File: src/rtl/clk_enable_gen.sv
// Multi-channel tick / clock-enable generator with runtime-programmable divisors.
// Define CLKGEN_SYNC_EN to add the sync_in phase-align strobe.
module clk_enable_gen #(
   parameter int unsigned NUM_CH      = 5,
   parameter int unsigned CNT_W       = 26,
   parameter int unsigned CH_W        = 3,
   parameter int unsigned DEFAULT_DIV = 5000
) (
   input  logic              CLK100Mhz,
   input  logic              reset,
`ifdef CLKGEN_SYNC_EN
   input  logic              sync_in,
`endif
   input  logic              cfg_we,
   input  logic [CH_W-1:0]   cfg_ch,
   input  logic [CNT_W-1:0]  cfg_div,
   output logic              cfg_ack,
   output logic [NUM_CH-1:0] tick,
   output logic [NUM_CH-1:0] clk_out
);

   localparam logic [CNT_W-1:0] DEF_DIV = CNT_W'(DEFAULT_DIV);
   localparam logic [CNT_W-1:0] DEF_CNT = (DEFAULT_DIV == 0) ? '0 : CNT_W'(DEFAULT_DIV - 1);

   logic [CNT_W-1:0]  div_act  [NUM_CH];
   logic [CNT_W-1:0]  div_pend [NUM_CH];
   logic [CNT_W-1:0]  cnt      [NUM_CH];
   logic [CNT_W-1:0]  eff_pend [NUM_CH];
   logic [CNT_W-1:0]  eff_load [NUM_CH];
   logic [NUM_CH-1:0] wr_hit;
   logic              cfg_valid;
   logic              sync_req;

   // eff_pend folds a same-cycle write into the reload value (bypass path)
   always_comb begin
`ifdef CLKGEN_SYNC_EN
      sync_req = sync_in;
`else
      sync_req = 1'b0;
`endif
      cfg_valid = (32'(cfg_ch) < NUM_CH);
      for (int unsigned i = 0; i < NUM_CH; i++) begin
         wr_hit[i]   = cfg_we && (32'(cfg_ch) == i);
         eff_pend[i] = wr_hit[i] ? cfg_div : div_pend[i];
         eff_load[i] = (eff_pend[i] == '0) ? '0 : eff_pend[i] - CNT_W'(1);
      end
   end

   always_ff @(posedge CLK100Mhz) begin
      if (reset) begin
         cfg_ack <= 1'b0;
         tick    <= '0;
         clk_out <= '0;
         for (int unsigned i = 0; i < NUM_CH; i++) begin
            div_act[i]  <= DEF_DIV;
            div_pend[i] <= DEF_DIV;
            cnt[i]      <= DEF_CNT;
         end
      end else begin
         cfg_ack <= cfg_we && cfg_valid;
         for (int unsigned i = 0; i < NUM_CH; i++) begin
            tick[i] <= 1'b0;
            if (wr_hit[i])
               div_pend[i] <= cfg_div;
            if (sync_req) begin
               // a zero divisor stops the channel and leaves clk_out frozen
               div_act[i] <= eff_pend[i];
               cnt[i]     <= eff_load[i];
               if (eff_pend[i] != '0)
                  clk_out[i] <= 1'b0;
            end else if (div_act[i] == '0) begin
               if (wr_hit[i]) begin
                  div_act[i] <= cfg_div;
                  cnt[i]     <= eff_load[i];
               end
            end else if (cnt[i] == '0) begin
               div_act[i] <= eff_pend[i];
               cnt[i]     <= eff_load[i];
               tick[i]    <= 1'b1;
               clk_out[i] <= ~clk_out[i];
            end else begin
               cnt[i] <= cnt[i] - CNT_W'(1);
            end
         end
      end
   end

endmodule

File: config.mk
export PLATFORM = sky130hd
export DESIGN_NAME = clk_enable_gen
export DESIGN_NICKNAME = d
export VERILOG_FILES = /design/src/rtl/clk_enable_gen.sv
export SDC_FILE = /design/constraint.sdc
export NUM_CORES = 1
export LEC_CHECK = 0
export BUFFER_PORTS_ARGS = -buffer_cell sky130_fd_sc_hd__buf_2
export CORE_MARGIN = 2
export CORE_UTILIZATION = 45
export CTS_CLUSTER_SIZE = 20
export DETAILED_ROUTE_END_ITERATION = 7
export HOLD_SLACK_MARGIN = 0.03
export PLACE_DENSITY = 0.66
export SKIP_CTS_REPAIR_TIMING = 1
export SYNTH_ARGS = -nofsm -noshare
export SYNTH_HDL_FRONTEND = slang
export SYNTH_SLANG_ARGS = --single-unit
File: constraint.sdc
create_clock -name CLK100Mhz -period 4 [get_ports CLK100Mhz]
set_clock_uncertainty 0.15 [all_clocks]
set_input_delay 0.4 -clock CLK100Mhz [delete_from_list [all_inputs] [get_ports CLK100Mhz]]
set_output_delay 0.4 -clock CLK100Mhz [all_outputs]
set_load 0.005 [all_outputs]
### Word level (Yosys, flattened, before mapping)

Memory sizes are Yosys's and may differ from the RTL's.
Cells that the tools add are included.

* register bits: 11
* RAM bits: 390
* output and inout port bits: 11
* bits of input ports: 32
* logic and storage cells: 204
* memories: 3

Memory list
* cnt: words 5, width 26, rd ports 5, clocked after Yosys merged registers in 0, write ports 5, line 27 `logic [CNT_W-1:0] cnt [NUM_CH];`
* div_act: words 5, width 26, rd ports 5, clocked after Yosys merged registers in 0, write ports 5, line 25 `logic [CNT_W-1:0] div_act [NUM_CH];`
* div_pend: words 5, width 26, rd ports 5, clocked after Yosys merged registers in 0, write ports 5, line 26 `logic [CNT_W-1:0] div_pend [NUM_CH];`

* add/sub/neg operators: 10
* bitwise gates (word level): 40
* reduce and logical (&&, ||, !) cells: 27
* mux-type cells: 112
* magnitude comparators: 1
* equality and inequality tests: 4

Operators by type and width (number)
* 2-to-1 mux 26 bit: 40
* zero test 26 bit: 15
* subtractor 26 x 1 -> 26 bit (second input constant): 10
* 2-to-1 mux 1 bit: 72
* bitwise OR 1 bit: 30
* inverter 1 bit: 10
* AND reduction 2 bit: 5
* == test 3 x 2 -> 1 bit (second input constant): 2
* logical AND 1 bit: 6
* == test 3 x 1 -> 1 bit (second input constant): 1
* == test 3 bit (second input constant): 1
* zero test 3 bit: 1
* < comparator 3 bit (second input constant): 1

### Depth between registers and ports, before layout

Gate-level depths: netlist of run 1.

* depth in word-level cells: 9
* depth in mapped cells: 16
* gate-level depth less buffers: 12

### Worst setup path before layout of run 1

Ideal clock, no wire load.

* path kind: input -> register
* from: input cfg_ch[0]
* to: memory cnt[4][11] (data pin)
* path buffers: 6
* path slack: -0.238 ns
* arrival: 3.816 ns
* data required time: 3.579 ns
* stages: 15
* library setup time: 0.271 ns
* path through: clkbuf_1 > nand4bb_1 > buf_2 > buf_1 > clkbuf_1 > mux2i_1 > ha_1 > clkbuf_1 > nand2_1 > o32ai_1 > nand3_1 > and2_1 > nand2_1 > buf_2 > o22ai_1

RTL lines
* start, declared: line 15 `input logic [CH_W-1:0] cfg_ch,`
* end, declared: line 27

==> results of run 1 <==
-- registers in the layout, indices dropped and copies added, names as in the netlist --
name	flops
cnt	130
clk_out	5
div_act	130
tick	5
cfg_ack	1
div_pend	130
-- power by group through the flow --
| stage | registers (mW) | clock network, mW | logic, mW |
|---|---|---|---|
| final | 5.22 | 4.60 | 1.34 |
| after detailed placement | 5.29 | 0 | 1.30 |
| after CTS | 5.20 | 4.63 | 1.30 |
| after floorplan | 5.18 | 0 | 0.838 |
| after global routing | 5.24 | 4.79 | 1.42 |
| after global placement | 5.28 | 0 | 1.28 |
-- cells in the final DEF, fill, tap and decap left out, types with 11 or more instances in the layout --
cell type | synthesis | routed
or4_1 | 24 | 24
ha_1 | 15 | 15
nand2b_1 | 24 | 24
o221ai_1 | 20 | 20
a22oi_1 | 20 | 20
a211oi_1 | 20 | 20
nand3_1 | 96 | 96
edfxtp_1 | 390 | 390
nand3b_1 | 19 | 19
o211ai_1 | 24 | 24
o32ai_1 | 14 | 13
dfxtp_1 | 11 | 11
and3_1 | 14 | 14
a21oi_1 | 100 | 100
buf_4 | 2 | 110
nor4_1 | 83 | 82
clkbuf_16 | 0 | 49
buf_2 | 27 | 42
mux2i_1 | 164 | 164
and2_1 | 31 | 31
nor2_1 | 237 | 237
nor3_1 | 106 | 104
o31ai_1 | 13 | 13
xnor2_1 | 139 | 139
nand4b_1 | 11 | 11
xor2_1 | 110 | 110
o22ai_1 | 28 | 28
inv_1 | 32 | 32
nand4_1 | 30 | 30
o21ai_0 | 45 | 45
or3_1 | 40 | 40
nand2_1 | 256 | 256
-- worst max-delay path by stage --
| stage | endpoint | cells after the start |
|---|---|---|
| final | div_act[0][23] | 8 |
| after global routing | div_act[0][23] | 8 |
| after CTS | div_act[0][23] | 8 |
| after detailed placement | cnt[1][8] | 8 |
| after global placement | cnt[1][8] | 8 |
| after floorplan | cnt[4][11] | 15 |
-- final cells by class --
class                           instances  share of cell area
Sequential cell                       401               0.432
Multi-Input combinational cell       1829               0.432
Clock buffer                           59              0.0462
Timing Repair Buffer                  156              0.0404
Tap cell                              696              0.0316
Clock inverter                         26              0.0131
Inverter                               32             0.00435
Antenna cell                            1           0.0000907
-- metrics by stage --
stage	std cells	area, µm²	hold slack [ns]	utilization	power, mW
2_1_floorplan	2420	24500	0.324	-	6.01
3_3_place_gp	3114	26000	0.326	0.481	6.56
3_5_place_dp	3114	26000	0.349	0.481	6.59
4_1_cts	3199	27600	0.0794	0.512	11.1
5_1_grt	3199	27600	0.105	0.512	11.5
6_report	3200	27600	0.0889	0.512	11.2
-- critical path: stages, from the launching register on --
cell	delay (ns)
edfxtp_1	0.48
nor4_1	0.59
nand3_1	0.21
or3_1	0.40
or3_1	0.43
nor2_4	0.48
buf_4	0.31
mux2i_1	0.31
nor2_1	0.08
-- routing by layer --
| metal | part of all wire | track usage |
|---|---|---|
| met5 | 0.00032 | 0 |
| met4 | 0.053 | 0.142 |
| met3 | 0.11 | 0.0805 |
| met2 | 0.44 | 0.461 |
| met1 | 0.39 | 0.405 |
-- cell families after synthesis --
group | count (synthesis)
buffers and inverters | 190
XOR/XNOR | 249
flip-flops | 401
multiplexers | 170
AO/OA/AOI/OAI | 368
adder cells (fa/ha/maj) | 15
AND/OR/NAND/NOR | 1027
==> flow_metrics.env, run 1 <==
export IMPL_syn_area_um2=24500
export IMPL_reg2regPathDepth=8
export IMPL_antenna_found_initial=5
export IMPL_synthArstFlopShare=0
export IMPL_regArea_um2=11900
export IMPL_cts_tree="done"
export IMPL_grt_pass1_wl_mm=127
export IMPL_syn_avg_cell_area_um2=10.1
export IMPL_numCtsBuffers=46
export IMPL_synth_largest_area_cell="edfxtp_1"
export IMPL_maxSlewHeadroom=0.232
export IMPL_p_switching_mw=2.99
export IMPL_ant_nets=0
export IMPL_min_from="cfg_div[8]"
export IMPL_r2r_end="div_act[0][23]"
export IMPL_syn_nets=2467
export IMPL_hold_depth=3
export IMPL_start_util=0.455
export IMPL_crit_path_max_fanout=15
export IMPL_synth_simple_area_share=0.212
export IMPL_seq_area_frac_synth=0.486
export IMPL_nets=2513
export IMPL_wl_mm=86.5
export IMPL_power_per_cell_area_nw_per_um2=404
export IMPL_clk_pin_slew_ns=0.07
export IMPL_synthMostInstantiatedCell="edfxtp_1"
export IMPL_viasPerCell=6.47
export IMPL_finalSetupViolCount=0
export IMPL_critical_path_arrival_ns=3.90
export IMPL_die_width_um=238
export IMPL_worstMarginPinSlew_ns=1.15
export IMPL_dp_hpwl_mm=61.2
export IMPL_synth_warnings=0
export IMPL_core_um2=53900
export IMPL_grt_overflow=0
export IMPL_synthFlopType="edfxtp_1"
export IMPL_rr_startpoint="cnt[0][4]"
export IMPL_ys_ff_latch=401
export IMPL_dpl_worst_slack_ns=0.222
export IMPL_cts_path_max_buffers=3
export IMPL_drive_above_1_share=0.115
export IMPL_holdCritPathClass="input port to flop"
export IMPL_drv_cap=0
export IMPL_synth_compound_area_frac=0.103
export IMPL_drtIter0Drc=2843
export IMPL_power_frac_seq=0.468
export IMPL_die_h_um=238
export IMPL_status="finished, final reports clean"
export IMPL_nFillCells=4758
export IMPL_start_kind="flop"
export IMPL_grt_max_degree=64
export IMPL_grt_setup_unrepaired="no"
export IMPL_worstSetupPathType="flop to flop"
export IMPL_synth_fa_ha_area_frac=0.00765
export IMPL_grt_usage=0.304
export IMPL_peakVddDrop_mv=0.377
export IMPL_htreeDepth=2
export IMPL_rows=85
export IMPL_period_share=0.927
export IMPL_synth_edf_count=390
export IMPL_synth_top_area_share=0.477
export IMPL_pin_count=43
export IMPL_numPortBuffers=42
export IMPL_setup_tns_ns=0
export IMPL_synth_xor_area_share=0.0889
export IMPL_first_pass_iters=6
export IMPL_final_min_clock_period_ns=3.71
export IMPL_yosys_top_cells_count="edfxtp_1, nand2_1, nor2_1, mux2i_1, xnor2_1"
export IMPL_multi_input_area_um2=11900
export IMPL_crit_required_ns=4.19
export IMPL_clock_sink_count=401
export IMPL_synth_top_family_by_area="simple AND/OR/NAND/NOR gates"
export IMPL_drc=0
export IMPL_cp_startpoint="cnt[0][4]"
export IMPL_grt_pass1_vias=19774
export IMPL_endpoint_kind="flop"
export IMPL_max_freq_mhz=270
export IMPL_place_congestion=0.981
export IMPL_hold_end="div_act[1][8]"
export IMPL_syn_instance_count=2420
export IMPL_rrSetupSlack_ns=0.29
export IMPL_cts_root_buf="clkbuf_16"
export IMPL_wl_per_cell_um=27.0
export IMPL_dieArea_um2=56400
export IMPL_synth_area_top_cells="edfxtp_1, mux2i_1, xnor2_1, xor2_1, nand2_1"
export IMPL_pwr_share_comb=0.120
export IMPL_synth_mux_area_frac=0.0696
export IMPL_slew_violations=0
export IMPL_vias=20694
export IMPL_hold_violations=0
export IMPL_insertion_delay_ns=0.60
export IMPL_internal_power_mw=8.17
export IMPL_clockPowerShare=0.412
export IMPL_layout_setup_ws_ns=0.291
export IMPL_synth_cell_types=87
export IMPL_power_leakage_nw=9.89
export IMPL_p_sw_frac=0.268
export IMPL_syn_to_final_growth_pct=12.4
(Power assumes the default switching activity.)
==> run 2, diff against run 1 <==
--- a/config.mk
+++ b/config.mk
@@ -6,6 +6,7 @@
 export NUM_CORES = 1
 export LEC_CHECK = 0
 export BUFFER_PORTS_ARGS = -buffer_cell sky130_fd_sc_hd__buf_2
+export CORE_ASPECT_RATIO = 0.6
 export CORE_MARGIN = 2
 export CORE_UTILIZATION = 45
 export CTS_CLUSTER_SIZE = 20
==> run 2 against run 1 <==
Effect of this change: critical path type unchanged; count of clock-buffer cells in the layout fell by 6; final cell count up 1.0%; first-iteration DRC count increased by 4.3%; sequential power is essentially flat.
==> flow_metrics.env, run 2 (synthesis gave the netlist of run 1 again) <==
export IMPL_top_regs="cnt (130), div_act (130), div_pend (130)"
export IMPL_cts_root_buf="clkbuf_16"
export IMPL_max_freq_mhz=269
export IMPL_final_cell_mix="edfxtp_1, nand2_1, nor2_1"
export IMPL_start_kind="flop"
export IMPL_hold_depth=3
export IMPL_cts_path_max_buffers=3
export IMPL_r2r_end="div_act[2][7]"
export IMPL_htreeDepth=2
export IMPL_final_core_util=0.510
export IMPL_power_leakage_nw=9.89
export IMPL_min_from="cfg_div[18]"
export IMPL_dpl_cell_area_um2=26100
export IMPL_cp_num_buf_inv=2
export IMPL_p_total_mw=10.7
export IMPL_clk_pin_slew_ns=0.07
export IMPL_drv_cap=0
export IMPL_peakVddDrop_mv=0.310
export IMPL_antenna_found_initial=5
export IMPL_clock_sink_count=401
export IMPL_grt_setup_unrepaired="no"
export IMPL_slowest_delay_ns=0.60
export IMPL_critical_path_arrival_ns=3.85
export IMPL_drive_above_1_share=0.118
export IMPL_setup_tns_ns=0
export IMPL_fin_area_um2=27500
export IMPL_crit_required_ns=4.14
export IMPL_grt_max_degree=43
export IMPL_hold_end="div_act[0][18]"
export IMPL_place_congestion=1.01
export IMPL_numPortBuffers=42
export IMPL_grt_pass1_vias=19710
export IMPL_nets=2531
export IMPL_insertion_delay_ns=0.61
export IMPL_crit_chain="or4_1 > or3_1 > nor4_2 > buf_4 > mux2i_1 > a21oi_1 > or4_1 > buf_4 > o211ai_1"
export IMPL_crit_path_max_fanout=20
export IMPL_worstSetupPathType="flop to flop"
export IMPL_finalSetupViolCount=0
export IMPL_core_um2=54000
export IMPL_pin_count=43
export IMPL_die_width_um=305
export IMPL_cts_tree="done"
export IMPL_dieArea_um2=56500
export IMPL_period_share=0.929
export IMPL_final_min_clock_period_ns=3.71
export IMPL_cp_top_family="simple AND/OR/NAND/NOR gates"
export IMPL_ant_nets=0
export IMPL_dp_hpwl_mm=64.4
export IMPL_rrSetupSlack_ns=0.29
export IMPL_syn_to_final_growth_pct=12.2
export IMPL_grt_pass1_wl_mm=130
export IMPL_rr_startpoint="cnt[3][19]"
export IMPL_holdCritPathClass="input port to flop"
export IMPL_mostFrequentLayoutCell="edfxtp_1"
export IMPL_worstMarginPinSlew_ns=1.19
export IMPL_rows=66
export IMPL_drtIter0Drc=2965
export IMPL_reg2regPathDepth=9
export IMPL_slew_violations=0
export IMPL_wl_mm=88.9
export IMPL_die_h_um=185
export IMPL_grt_usage=0.309
export IMPL_hold_violations=0
export IMPL_viasPerCell=6.51
export IMPL_grt_overflow=0
export IMPL_maxSlewHeadroom=0.204
export IMPL_status="finished, final reports clean"
export IMPL_start_util=0.454
export IMPL_wl_per_cell_um=27.5
export IMPL_endpoint_kind="flop"
export IMPL_drc=0
export IMPL_vias=21048
export IMPL_nFillCells=4856
export IMPL_numCtsBuffers=42
export IMPL_power_per_cell_area_nw_per_um2=387
export IMPL_first_pass_iters=6
export IMPL_slowest_stage="or4_1"
run 2: cell count changes in the layout (fill, tap and decap cells not counted), sizes merged:
| cell | change |
|---|---|
| buf | +22 |
| clkbuf | -6 |
| clkinv | +4 |
| clkinvlp | -4 |
| bufinv | -3 |
| diode | +1 |
| inv | +1 |
run 2: area by class of cell:
type	count	area, µm²	area share
clock inverter	24	299	0.0109
clock buffer	53	1100	0.0400
timing repair buffer	178	1270	0.0461
sequential	401	11900	0.433
inverter	32	120	0.00436
antenna	2	5.00	0.000182
multi-input combinational	1829	11900	0.433
tap	714	893	0.0324
run 2: worst max path at each step:
| stage | startpoint | to | slack (ns) | cells after the start |
|---|---|---|---|---|
| floorplan | cfg_ch[0] | cnt[4][11] | 0.11 | 15 |
| global placement | cfg_div[18] | cnt[2][20] | -0.02 | 10 |
| detailed placement | cfg_ch[2] | cnt[3][19] | 0.37 | 11 |
| CTS | cnt[2][15] | div_act[2][7] | 0.38 | 8 |
| global route | cnt[3][19] | div_act[2][7] | 0.16 | 9 |
| finish | cnt[3][19] | div_act[2][7] | 0.29 | 9 |
run 2: per-stage QoR:
| stage | hold WS (ns) | worst slack (ns) | cells |
|---|---|---|---|
| 6_report | 0.117 | 0.285 | 3233 |
| 5_1_grt | 0.142 | 0.159 | 3232 |
| 4_1_cts | 0.104 | 0.379 | 3231 |
| 3_5_place_dp | 0.330 | 0.374 | 3154 |
| 3_3_place_gp | 0.316 | -0.0194 | 3153 |
| 2_1_floorplan | 0.324 | 0.110 | 2420 |
run 2: worst reg2reg max path: cells and delay by family (launching register included):
kind / cells / cell delay (ns)
AND/OR/NAND/NOR: 4 / 1.52
flip-flops: 1 / 0.45
buffers and inverters: 2 / 0.50
multiplexers: 1 / 0.20
AO/OA/AOI/OAI: 2 / 0.60
run 2: metal layers:
layer,track usage,part of all wire,routed length (µm)
met5,0.0155,0.0015,133
met4,0.0855,0.029,2610
met3,0.122,0.15,13600
met2,0.435,0.40,35800
met1,0.436,0.41,36800
run 2: power breakdown:
part,internal (mW),switching [mW]
Combinational,0.481,0.874
Clock,2.31,1.80
Sequential,4.91,0.299
Total,7.69,2.98
